**src/rtl/alu_pkg.sv**
```systemverilog
`default_nettype none
// ============================================================================
// Module      : alu_pkg
// Description : Shared ALU_op codes, decoded-function enum and FSM states
//               for the sequential ALU.
// Revision    : 1.0 - initial release
// ============================================================================
package alu_pkg;

  // Main-controller ALU_op encodings
  localparam logic [1:0] c_OP_ADD   = 2'b00;
  localparam logic [1:0] c_OP_SUB   = 2'b01;
  localparam logic [1:0] c_OP_RTYPE = 2'b10;
  localparam logic [1:0] c_OP_ITYPE = 2'b11;

  typedef enum logic [3:0] {
    FN_ADD     = 4'd0,
    FN_SUB     = 4'd1,
    FN_AND     = 4'd2,
    FN_OR      = 4'd3,
    FN_XOR     = 4'd4,
    FN_SLT     = 4'd5,
    FN_SLTU    = 4'd6,
    FN_SLL     = 4'd7,
    FN_SRL     = 4'd8,
    FN_SRA     = 4'd9,
    FN_MUL     = 4'd10,
    FN_DIVU    = 4'd11,
    FN_REMU    = 4'd12,
    FN_ILLEGAL = 4'd13
  } alu_func_t;

  typedef enum logic [1:0] {
    ST_IDLE = 2'd0,
    ST_MUL  = 2'd1,
    ST_DIV  = 2'd2,
    ST_DONE = 2'd3
  } state_t;

endpackage
`default_nettype wire

```
**src/rtl/alu_func_decode.sv**
```systemverilog
`default_nettype none
// ============================================================================
// Module      : alu_func_decode
// Description : Combinational ALU_op/funct3/funct7 to ALU function decoder.
//               M-extension encodings decode as illegal when MULDIV_EN = 0.
// Revision    : 1.0 - initial release
// ============================================================================
module alu_func_decode import alu_pkg::*; #(
  parameter bit MULDIV_EN = 1'b1
) (
  input  logic [1:0] ALU_op,
  input  logic [2:0] f3,
  input  logic [6:0] f7,
  output alu_func_t  func
);

  localparam alu_func_t c_MUL_FN  = MULDIV_EN ? FN_MUL  : FN_ILLEGAL;
  localparam alu_func_t c_DIVU_FN = MULDIV_EN ? FN_DIVU : FN_ILLEGAL;
  localparam alu_func_t c_REMU_FN = MULDIV_EN ? FN_REMU : FN_ILLEGAL;

  // Map the controller op and funct fields onto one ALU function
  always_comb begin
    func = FN_ILLEGAL;
    case (ALU_op)
      c_OP_ADD: func = FN_ADD;
      c_OP_SUB: func = FN_SUB;
      c_OP_RTYPE: begin
        case ({f7, f3})
          10'b0000000_000: func = FN_ADD;
          10'b0100000_000: func = FN_SUB;
          10'b0000000_111: func = FN_AND;
          10'b0000000_110: func = FN_OR;
          10'b0000000_100: func = FN_XOR;
          10'b0000000_010: func = FN_SLT;
          10'b0000000_011: func = FN_SLTU;
          10'b0000000_001: func = FN_SLL;
          10'b0000000_101: func = FN_SRL;
          10'b0100000_101: func = FN_SRA;
          10'b0000001_000: func = c_MUL_FN;
          10'b0000001_101: func = c_DIVU_FN;
          10'b0000001_111: func = c_REMU_FN;
          default:         func = FN_ILLEGAL;
        endcase
      end
      default: begin
        // I-type: funct7 only qualifies the shift encodings
        case (f3)
          3'b000: func = FN_ADD;
          3'b100: func = FN_XOR;
          3'b110: func = FN_OR;
          3'b111: func = FN_AND;
          3'b010: func = FN_SLT;
          3'b011: func = FN_SLTU;
          3'b001: func = (f7 == 7'b0000000) ? FN_SLL : FN_ILLEGAL;
          default: begin
            if (f7 == 7'b0000000)      func = FN_SRL;
            else if (f7 == 7'b0100000) func = FN_SRA;
            else                       func = FN_ILLEGAL;
          end
        endcase
      end
    endcase
  end

endmodule
`default_nettype wire

```
**src/rtl/alu_seq_unit.sv**
```systemverilog
`default_nettype none
// ============================================================================
// Module      : alu_seq_unit
// Description : Decoding ALU with single-cycle logic/arith ops and iterative
//               shift-add multiply and restoring unsigned divide/remainder.
//               start/done handshake; busy stalls the core while iterating.
// Revision    : 1.0 - initial release
// ============================================================================
module alu_seq_unit import alu_pkg::*; #(
  parameter int XLEN      = 32,
  parameter bit MULDIV_EN = 1'b1
) (
  input  logic            clk,
  input  logic            rst,
  input  logic            start,
  input  logic [1:0]      ALU_op,
  input  logic [2:0]      f3,
  input  logic [6:0]      f7,
  input  logic [XLEN-1:0] a,
  input  logic [XLEN-1:0] b,
  output logic            busy,
  output logic            done,
  output logic [XLEN-1:0] result,
  output logic            zero,
  output logic            illegal
);

  localparam int              c_SHW  = $clog2(XLEN);
  localparam int              c_CW   = c_SHW + 1;
  localparam logic [c_CW-1:0] c_LAST = c_CW'(XLEN - 1);

  state_t            r_state, w_next;
  alu_func_t         w_func;
  logic              w_accept;
  logic [XLEN-1:0]   w_alu;
  logic [c_CW-1:0]   r_cnt;
  logic [2*XLEN-1:0] r_acc, r_mcand, w_mul_sum;
  logic [XLEN-1:0]   r_mplier;
  logic [XLEN-1:0]   r_rem, r_quo, r_dvsr;
  logic [XLEN:0]     w_div_shift, w_div_diff;
  logic              w_div_ge;
  logic              r_want_rem;
  logic [XLEN-1:0]   r_result;
  logic              r_illegal;

  alu_func_decode #(.MULDIV_EN(MULDIV_EN)) u_decode (
    .ALU_op (ALU_op),
    .f3     (f3),
    .f7     (f7),
    .func   (w_func)
  );

  // A request is only seen when no iterative op is in flight
  assign w_accept = start && ((r_state == ST_IDLE) || (r_state == ST_DONE));

  // Single-cycle results; illegal falls through to zero
  always_comb begin
    w_alu = '0;
    case (w_func)
      FN_ADD:  w_alu = a + b;
      FN_SUB:  w_alu = a - b;
      FN_AND:  w_alu = a & b;
      FN_OR:   w_alu = a | b;
      FN_XOR:  w_alu = a ^ b;
      FN_SLT:  w_alu = {{(XLEN-1){1'b0}}, ($signed(a) < $signed(b))};
      FN_SLTU: w_alu = {{(XLEN-1){1'b0}}, (a < b)};
      FN_SLL:  w_alu = a << b[c_SHW-1:0];
      FN_SRL:  w_alu = a >> b[c_SHW-1:0];
      FN_SRA:  w_alu = $signed(a) >>> b[c_SHW-1:0];
      default: w_alu = '0;
    endcase
  end

  // One multiplier bit and one quotient bit per iteration
  assign w_mul_sum   = r_acc + (r_mplier[0] ? r_mcand : '0);
  assign w_div_shift = {r_rem, r_quo[XLEN-1]};
  assign w_div_diff  = w_div_shift - {1'b0, r_dvsr};
  assign w_div_ge    = ~w_div_diff[XLEN];

  // State register
  always_ff @(posedge clk or negedge rst) begin
    if (!rst) r_state <= ST_IDLE;
    else      r_state <= w_next;
  end

  // Next-state: dispatch on accept, leave iteration after XLEN steps
  always_comb begin
    w_next = r_state;
    case (r_state)
      ST_MUL, ST_DIV: begin
        if (r_cnt == c_LAST) w_next = ST_DONE;
      end
      default: begin
        if (start) begin
          if (w_func == FN_MUL)                            w_next = ST_MUL;
          else if ((w_func == FN_DIVU) || (w_func == FN_REMU)) w_next = ST_DIV;
          else                                             w_next = ST_DONE;
        end else begin
          w_next = ST_IDLE;
        end
      end
    endcase
  end

  // Operand capture, iteration datapath and result registers
  always_ff @(posedge clk or negedge rst) begin
    if (!rst) begin
      r_cnt      <= '0;
      r_acc      <= '0;
      r_mcand    <= '0;
      r_mplier   <= '0;
      r_rem      <= '0;
      r_quo      <= '0;
      r_dvsr     <= '0;
      r_want_rem <= 1'b0;
      r_result   <= '0;
      r_illegal  <= 1'b0;
    end else if (w_accept) begin
      r_cnt      <= '0;
      r_acc      <= '0;
      r_mcand    <= {{XLEN{1'b0}}, a};
      r_mplier   <= b;
      r_rem      <= '0;
      r_quo      <= a;
      r_dvsr     <= b;
      r_want_rem <= (w_func == FN_REMU);
      if ((w_func != FN_MUL) && (w_func != FN_DIVU) && (w_func != FN_REMU)) begin
        r_result  <= w_alu;
        r_illegal <= (w_func == FN_ILLEGAL);
      end
    end else if (r_state == ST_MUL) begin
      r_cnt    <= r_cnt + c_CW'(1);
      r_acc    <= w_mul_sum;
      r_mcand  <= {r_mcand[2*XLEN-2:0], 1'b0};
      r_mplier <= {1'b0, r_mplier[XLEN-1:1]};
      if (r_cnt == c_LAST) begin
        r_result  <= w_mul_sum[XLEN-1:0];
        r_illegal <= 1'b0;
      end
    end else if (r_state == ST_DIV) begin
      r_cnt <= r_cnt + c_CW'(1);
      r_rem <= w_div_ge ? w_div_diff[XLEN-1:0] : w_div_shift[XLEN-1:0];
      r_quo <= {r_quo[XLEN-2:0], w_div_ge};
      if (r_cnt == c_LAST) begin
        r_result  <= r_want_rem ? (w_div_ge ? w_div_diff[XLEN-1:0] : w_div_shift[XLEN-1:0])
                                : {r_quo[XLEN-2:0], w_div_ge};
        r_illegal <= 1'b0;
      end
    end
  end

  assign busy    = (r_state == ST_MUL) || (r_state == ST_DIV);
  assign done    = (r_state == ST_DONE);
  assign result  = r_result;
  assign zero    = (r_result == '0);
  assign illegal = r_illegal;

endmodule
`default_nettype wire
```
**config.mk**
```make
export PLATFORM = sky130hd
export DESIGN_NAME = alu_seq_unit
export DESIGN_NICKNAME = d
export VERILOG_FILES = /design/src/rtl/alu_pkg.sv /design/src/rtl/alu_func_decode.sv /design/src/rtl/alu_seq_unit.sv
export SDC_FILE = /design/constraint.sdc
export NUM_CORES = 1
export LEC_CHECK = 0
export BUFFER_PORTS_ARGS = -buffer_cell sky130_fd_sc_hd__buf_4
export CAP_MARGIN = 10
export CELL_PAD_IN_SITES_DETAIL_PLACEMENT = 1
export CELL_PAD_IN_SITES_GLOBAL_PLACEMENT = 1
export CORE_MARGIN = 4
export CORE_UTILIZATION = 40
export CTS_BUF_LIST = sky130_fd_sc_hd__clkbuf_16
export DETAILED_ROUTE_END_ITERATION = 7
export GPL_ROUTABILITY_DRIVEN = 0
export PLACE_DENSITY_LB_ADDON = 0.1
export SYNTH_ARGS = -nofsm -noshare
export SYNTH_HDL_FRONTEND = slang
export SYNTH_SLANG_ARGS = --single-unit
```
**constraint.sdc**
```tcl
create_clock -name clk -period 3.65 [get_ports clk]
set_input_delay 0.73 -clock clk [delete_from_list [all_inputs] [get_ports clk]]
set_output_delay 0.73 -clock clk [all_outputs]
set_load 0.02 [all_outputs]
```
Word level (Yosys, flattened, before mapping):

Index checks and enable logic that the tools add are counted.

* latch bits: 0
* RAM bits: 0
* input port bits: 79
* output and inout bits: 36
* ROM bits: 0
* bits in registers: 298
* memories kept: 0

* $lt $le $gt $ge: 2
* shift operators: 3
* reduce and logical (&&, ||, !) cells: 20
* equality and inequality tests: 46
* mux-type cells: 41
* divide/modulo/power cells: 0
* bitwise logic cells: 4
* add/subtract/negate cells: 5
* $mul: 0

Operator list (count)
* 2-to-1 mux 32 bit: 16
* 2-to-1 mux 64 bit: 5
* one-hot mux 32 bit (10 select lines): 1
* adder 64 bit: 1
* less-than comparator 32 bit: 2
* one-hot mux 4 bit (13 select lines): 1
* equality test 10 x 3 -> 1 bit (second input constant): 4
* subtractor 33 x 32 -> 33 bit: 1
* adder 32 bit: 1
* bitwise AND 32 bit: 1
* logical NOT 32 bit: 1
* OR 32 bit: 1
* << shifter 32 x 5 -> 32 bit: 1
* right shift 32 x 5 -> 32 bit: 1
* >>> shifter 32 x 5 -> 32 bit: 1
* subtractor 32 bit: 1
* bitwise XOR 32 bit: 1
* equality test 10 x 4 -> 1 bit (second input constant): 3
* one-hot mux 4 bit (7 select lines): 1
* equality test 4 bit (second input constant): 6
* equality test 10 x 2 -> 1 bit (second input constant): 2
* equality test 10 x 9 -> 1 bit (second input constant): 2
* 2-to-1 mux 6 bit: 3
* equality test 4 x 3 -> 1 bit (second input constant): 4
* other kinds (33): 60

Depth between registers and ports, before layout:

* depth in word-level cells: 11
* depth in mapped cells: 17
* mapped depth without buffers: 14

By module:

From an unflattened synthesis, not the netlist that was laid out.

* cells, all modules: 2914
* area total of the unflattened synthesis: 23135.9 sq um

Modules (own cells, without submodules)
* alu_seq_unit: area each 22846.9 sq um, times used 1, sequential area each 5855.6 sq um, cells an instance 2868
* alu_func_decode: area each 289.0 sq um, times used 1, sequential area each 0.0 sq um, cells an instance 46

Worst setup path after synthesis:

Ideal clock, no wire load.

* path type: in2reg
* start: in b[2]
* end: reg r_result[26] (netlist: result[26])
* library setup time: 0.131 ns
* data arrival time: 4.343 ns
* path slack: -0.824 ns
* stages: 16
* buffers on the path: 5
* cell sequence: clkbuf_1 -> inv_1 -> clkbuf_1 -> buf_1 -> clkbuf_1 -> ha_1 -> buf_2 -> nor3b_1 -> a211oi_1 -> o31ai_1 -> a31oi_1 -> a21o_1 -> a21oi_1 -> o31a_1 -> a31oi_1 -> or3_1

* word-level cells in the longest chain between the ends: 4
* elaborated cells on any way between the ends: 8

RTL lines
* start, declared: RTL line alu_seq_unit.sv:20 `input logic [XLEN-1:0] b,`
* subtractor 32 bit (tied with other cells): RTL line alu_seq_unit.sv:61 `FN_SUB: w_alu = a - b;`
* one-hot mux 32 bit (10 select lines) (*): RTL line alu_seq_unit.sv:59 `case (w_func)`
* 2-to-1 mux 32 bit (*): RTL line alu_seq_unit.sv:127 `if ((w_func != FN_MUL) && (w_func != FN_DIVU) && (w_func != FN_REMU)) begin`
* 2-to-1 mux 32 bit (*): RTL line alu_seq_unit.sv:118 `end else if (w_accept) begin`
* end signal, assigned: RTL line alu_seq_unit.sv:128 `r_result <= w_alu;`
* end signal, assigned: RTL line alu_seq_unit.sv:137 `r_result <= w_mul_sum[XLEN-1:0];`
* end signal, assigned: RTL line alu_seq_unit.sv:145 `r_result <= r_want_rem ? (w_div_ge ? w_div_diff[XLEN-1:0] : w_div_shift[XLEN-1:0])`
* end, declared: RTL line alu_seq_unit.sv:43 `logic [XLEN-1:0] r_result;`

Mark *: on every way between the ends. The rest lies on a longest branch, timed or not. The select of a mux whose other input is x is not followed.
A chain may end at the register's enable or synchronous reset.

Final worst setup path:

* start: reg r_rem[19]
* end: reg r_result[3] (netlist: result[3])

* word-level cells in the longest chain between the ends: 7

RTL lines
* start, declared: RTL line alu_seq_unit.sv:39 `logic [XLEN-1:0] r_rem, r_quo, r_dvsr;`
* start signal, assigned: RTL line alu_seq_unit.sv:142 `r_rem <= w_div_ge ? w_div_diff[XLEN-1:0] : w_div_shift[XLEN-1:0];`
* subtractor 33 x 32 -> 33 bit: RTL line alu_seq_unit.sv:77 `assign w_div_diff = w_div_shift - {1'b0, r_dvsr};`
* 2-to-1 mux 32 bit (2 in a row): RTL line alu_seq_unit.sv:145
* 2-to-1 mux 32 bit: RTL line alu_seq_unit.sv:144 `if (r_cnt == c_LAST) begin`
* 2-to-1 mux 32 bit: RTL line alu_seq_unit.sv:140 `end else if (r_state == ST_DIV) begin`
* 2-to-1 mux 32 bit: RTL line alu_seq_unit.sv:131 `end else if (r_state == ST_MUL) begin`
* 2-to-1 mux 32 bit: RTL line alu_seq_unit.sv:118

Every way passes these cells. The select of a mux whose other input is x is not followed.

==> reports/qor.yml <==
synthesis:
  async_flop_share_pct: 100
  synth.avg_cell_area_um2: 7.89
  syn_nets: 3179
  ys_types: 95
  syn_inst: 2932
  yosys_warnings: 0
  ys.flop_type: "dfrtp_1"
  ys_ff_latch: 234
  synth_area_mm2: 0.0231
  ys_seq_area_share_pct: 25.3
  synth-edff-count: 0
timing:
  finalHoldViolations: 0
  hold_slack_ps: 117
  fin_skew_ps: 20.9
  tns_ps: 0
  worst_pin_slew_ps: 941
  final_max_slew_viol_count: 0
  max_freq_mhz: 279
  setup_violations: 0
  fin_crit_sh_pct: 98.1
  slew_headroom_pct: 35.7
  finalCriticalPeriod_ps: 3580
cells_and_area:
  layout_commonest_cell: "buf_4"
  layout-drive-gt1-share_pct: 23.3
  final_core_util_pct: 51.7
  final_cell_mix: "buf_4 (582), nand2_1 (358), o21ai_0 (266), nor2_1 (249), dfrtp_1 (234)"
  fin_cells: 4152
  fillCellCount: 7006
  syn_to_final_growth_pct: 26.9
  nets: 3618
outcome:
  status: "complete, but fails checks"
  failed_checks: "design-rule violations"
clocking:
  clockBufferDepth: 3
  path_clk_slew_ps: 60
  cts_num_sinks: 234
  cts_tree: "built"
  htreeDepth: 1
  cts_root_buf: "clkbuf_16"
  clock_latency_ps: 600
  cts_buffers: 29
die:
  die_h_um: 248
  core_area_mm2: 0.0568
  die_area_mm2: 0.0617
  rows: 87
  die_w_um: 248
  ios: 115
  start_util_pct: 40.7
route:
  dr_total_vias: 26300
  firstDrtPassIters: 8
  drc: 5
  routed_wl_um: 116000
  ant_nets: 0
  wl_per_cell_um: 27.9
  drt_iter0_drc: 3329
  viasPerCell: 6.34
global_routing:
  gr-usage-all-layers_pct: 35.8
  grt_pass1_vias: 27100
  grtUsageMet1_pct: 46.8
  overflow: 0
  grt_pass1_wl_um: 173000
  antenna_found_initial: 7
  use_met2_pct: 55.7
  use_met3_pct: 8.25
  top_usage_layer: "met2"
  grt_max_degree: 148
critical_path:
  required_ps: 4120
  worstSetupPathType: "reg2reg"
  cpPeakStageDelay_ps: 490
  startpoint_type: "register"
  worstPathMaxFanout: 7
  worstPathCellList: "ha_1 -> a2111oi_1 -> o21ai_1 -> o21ai_2 -> nand4b_1 -> o221ai_4 -> xnor2_4 -> buf_12 -> clkbuf_16 -> and3_1 -> a21oi_2 -> buf_6 -> a21oi_1 -> o32a_1"
  critPathCaptureType: "register"
  arrival_ps: 4050
  crit_family: "compound AO/OA/AOI/OAI gates"
  worst-path-buf-inv: 3
  crit_slowest_cell: "a2111oi_1"
power:
  p_comb_share_pct: 58.5
  clkPwrFrac_pct: 17.0
  p_seq_share_pct: 24.5
  intPower_mw: 9.68
  irDropWorstVdd_v: 0.000478
  powerDensity_mw_per_mm2: 629
  switching_share_pct: 47.6
  p_leak_nw: 13.5
  p_sw_mw: 8.78
run:
  cap_violations: 0
place:
  io_buffers: 114
  hpwl_um: 92000
  dp.cells: 4089
worst_hold_path:
  hold_path.class: "in2async"
## flip-flops by register name, indices dropped and copies added (netlist names)
| name | cells |
|---|---|
| r_state | 2 |
| r_mplier | 32 |
| illegal | 1 |
| r_rem | 32 |
| r_want_rem | 1 |
| result | 32 |
| r_cnt | 6 |
| r_mcand | 32 |
| r_acc | 32 |
| r_dvsr | 32 |
| r_quo | 32 |
## worst register-to-register path, stage by stage, from the launching register on
cell       delay (ps)
dfrtp_1           410
ha_1              280
a2111oi_1         490
o21ai_1           190
o21ai_2           250
nand4b_1          200
o221ai_4          270
xnor2_4           110
buf_12            160
clkbuf_16         160
and3_1            180
a21oi_2           140
buf_6             170
a21oi_1            90
o32a_1            350
## what timing repair did
item / in CTS / in global routing
setup buffers: 1 / 5
resized for setup: 16 / 41
endpoints found under the setup margin: 39 / 34
hold endpoints to repair: 0 / 0
hold buffers: 0 / 0
pin swaps: 0 / 14
gates cloned: 0 / 1
## path summary, 6_finish.rpt
path | startpoint | endpoint | slack [ps] | cells after the start
worst max-delay path | r_rem[19] | result[3] | 70 | 14
worst min-delay path | rst | r_acc[6] | 120 | 1
worst max register to register | r_rem[19] | result[3] | 70 | 14
worst min register to register | r_acc[9] | r_acc[9] | 490 | 2
max in group asynchronous | rst | r_dvsr[21] | 2580 | 2
min in group clk | b[25] | r_dvsr[25] | 400 | 3
## cell families (layout without fill, tap and decap cells)
family / Yosys count / in the layout / share of synthesized area [%]
fa+ha+maj: 168 / 168 / 9.22
other cells: 0 / 2 / 0
simple gates: 913 / 913 / 17.9
xor+xnor: 80 / 80 / 3.06
buf+inv: 342 / 804 / 6.01
compound gates: 981 / 981 / 27.5
mux: 214 / 214 / 11.0
flops: 234 / 234 / 25.3
## metal layers
| metal | vias to the layer above | wire, um |
|---|---|---|
| met3 | 355 | 10900 |
| met2 | 1279 | 50400 |
| met5 | - | 56 |
| met1 | 13100 | 47000 |
| li1 | 11600 | - |
| met4 | 8 | 7310 |
## final cells by class
class,instances,area (um2),share of cell area (%)
inverter,145,544,1.85
timing repair buffer,605,4800,16.3
multi-input combinational,2356,16200,55.1
clock buffer,29,726,2.47
clock inverter,25,292,0.993
sequential,234,5860,19.9
antenna,2,5.00,0.0170
tap,756,946,3.22
## cell usage after synthesis (10+ instances only)
cell       number  area [um2]
nand2_1       361        1360
o21ai_0       276        1380
nor2_1        253         950
a21oi_1       236        1180
dfrtp_1       234        5860
ha_1          164        2050
mux2i_1       164        1640
inv_1         143         537
clkbuf_1      118         443
a21o_1         67         503
nor3_1         51         255
xnor2_1        47         412
nand3_1        46         230
and2_1         42         263
a211oi_1       41         308
a31oi_1        41         257
buf_2          40         200
xor2_1         32         280
mux4_2         31         698
o211ai_1       31         233
buf_1          27         101
nand2b_1       26         163
o22ai_1        24         150
and3_1         22         138
mux2_2         19         214
nor2b_1        19         119
a22oi_1        18         135
a2111oi_0      17         149
nand4_1        17         106
o21a_1         17         128
o21bai_1       17         128
nor4_1         16         100
or3_1          16         100
a221oi_1       15         131
o22a_1         14         123
o31ai_1        14         105
a211o_1        11        96.3
a22o_1         11        96.3
a311oi_1       10        87.6
## through the flow
stage	power, mW	cell area, um2	setup WS [ps]
after floorplan	10.4	23300	-5.41
after global placement	14.4	28000	-402
after detailed placement	14.9	28000	-555
after CTS	18.2	29100	10.2
after global routing	19.5	29300	-37.9
final	18.5	29400	69.9
## power groups by stage
stage	clock network, mW	registers, mW	logic, mW
after detailed placement	0	4.52	10.3
final	3.14	4.52	10.8
after CTS	3.19	4.49	10.5
after global routing	3.31	4.62	11.6
after floorplan	0	4.37	6.06
after global placement	0	4.46	9.96
Note: power is estimated with default switching activity, not from simulation.
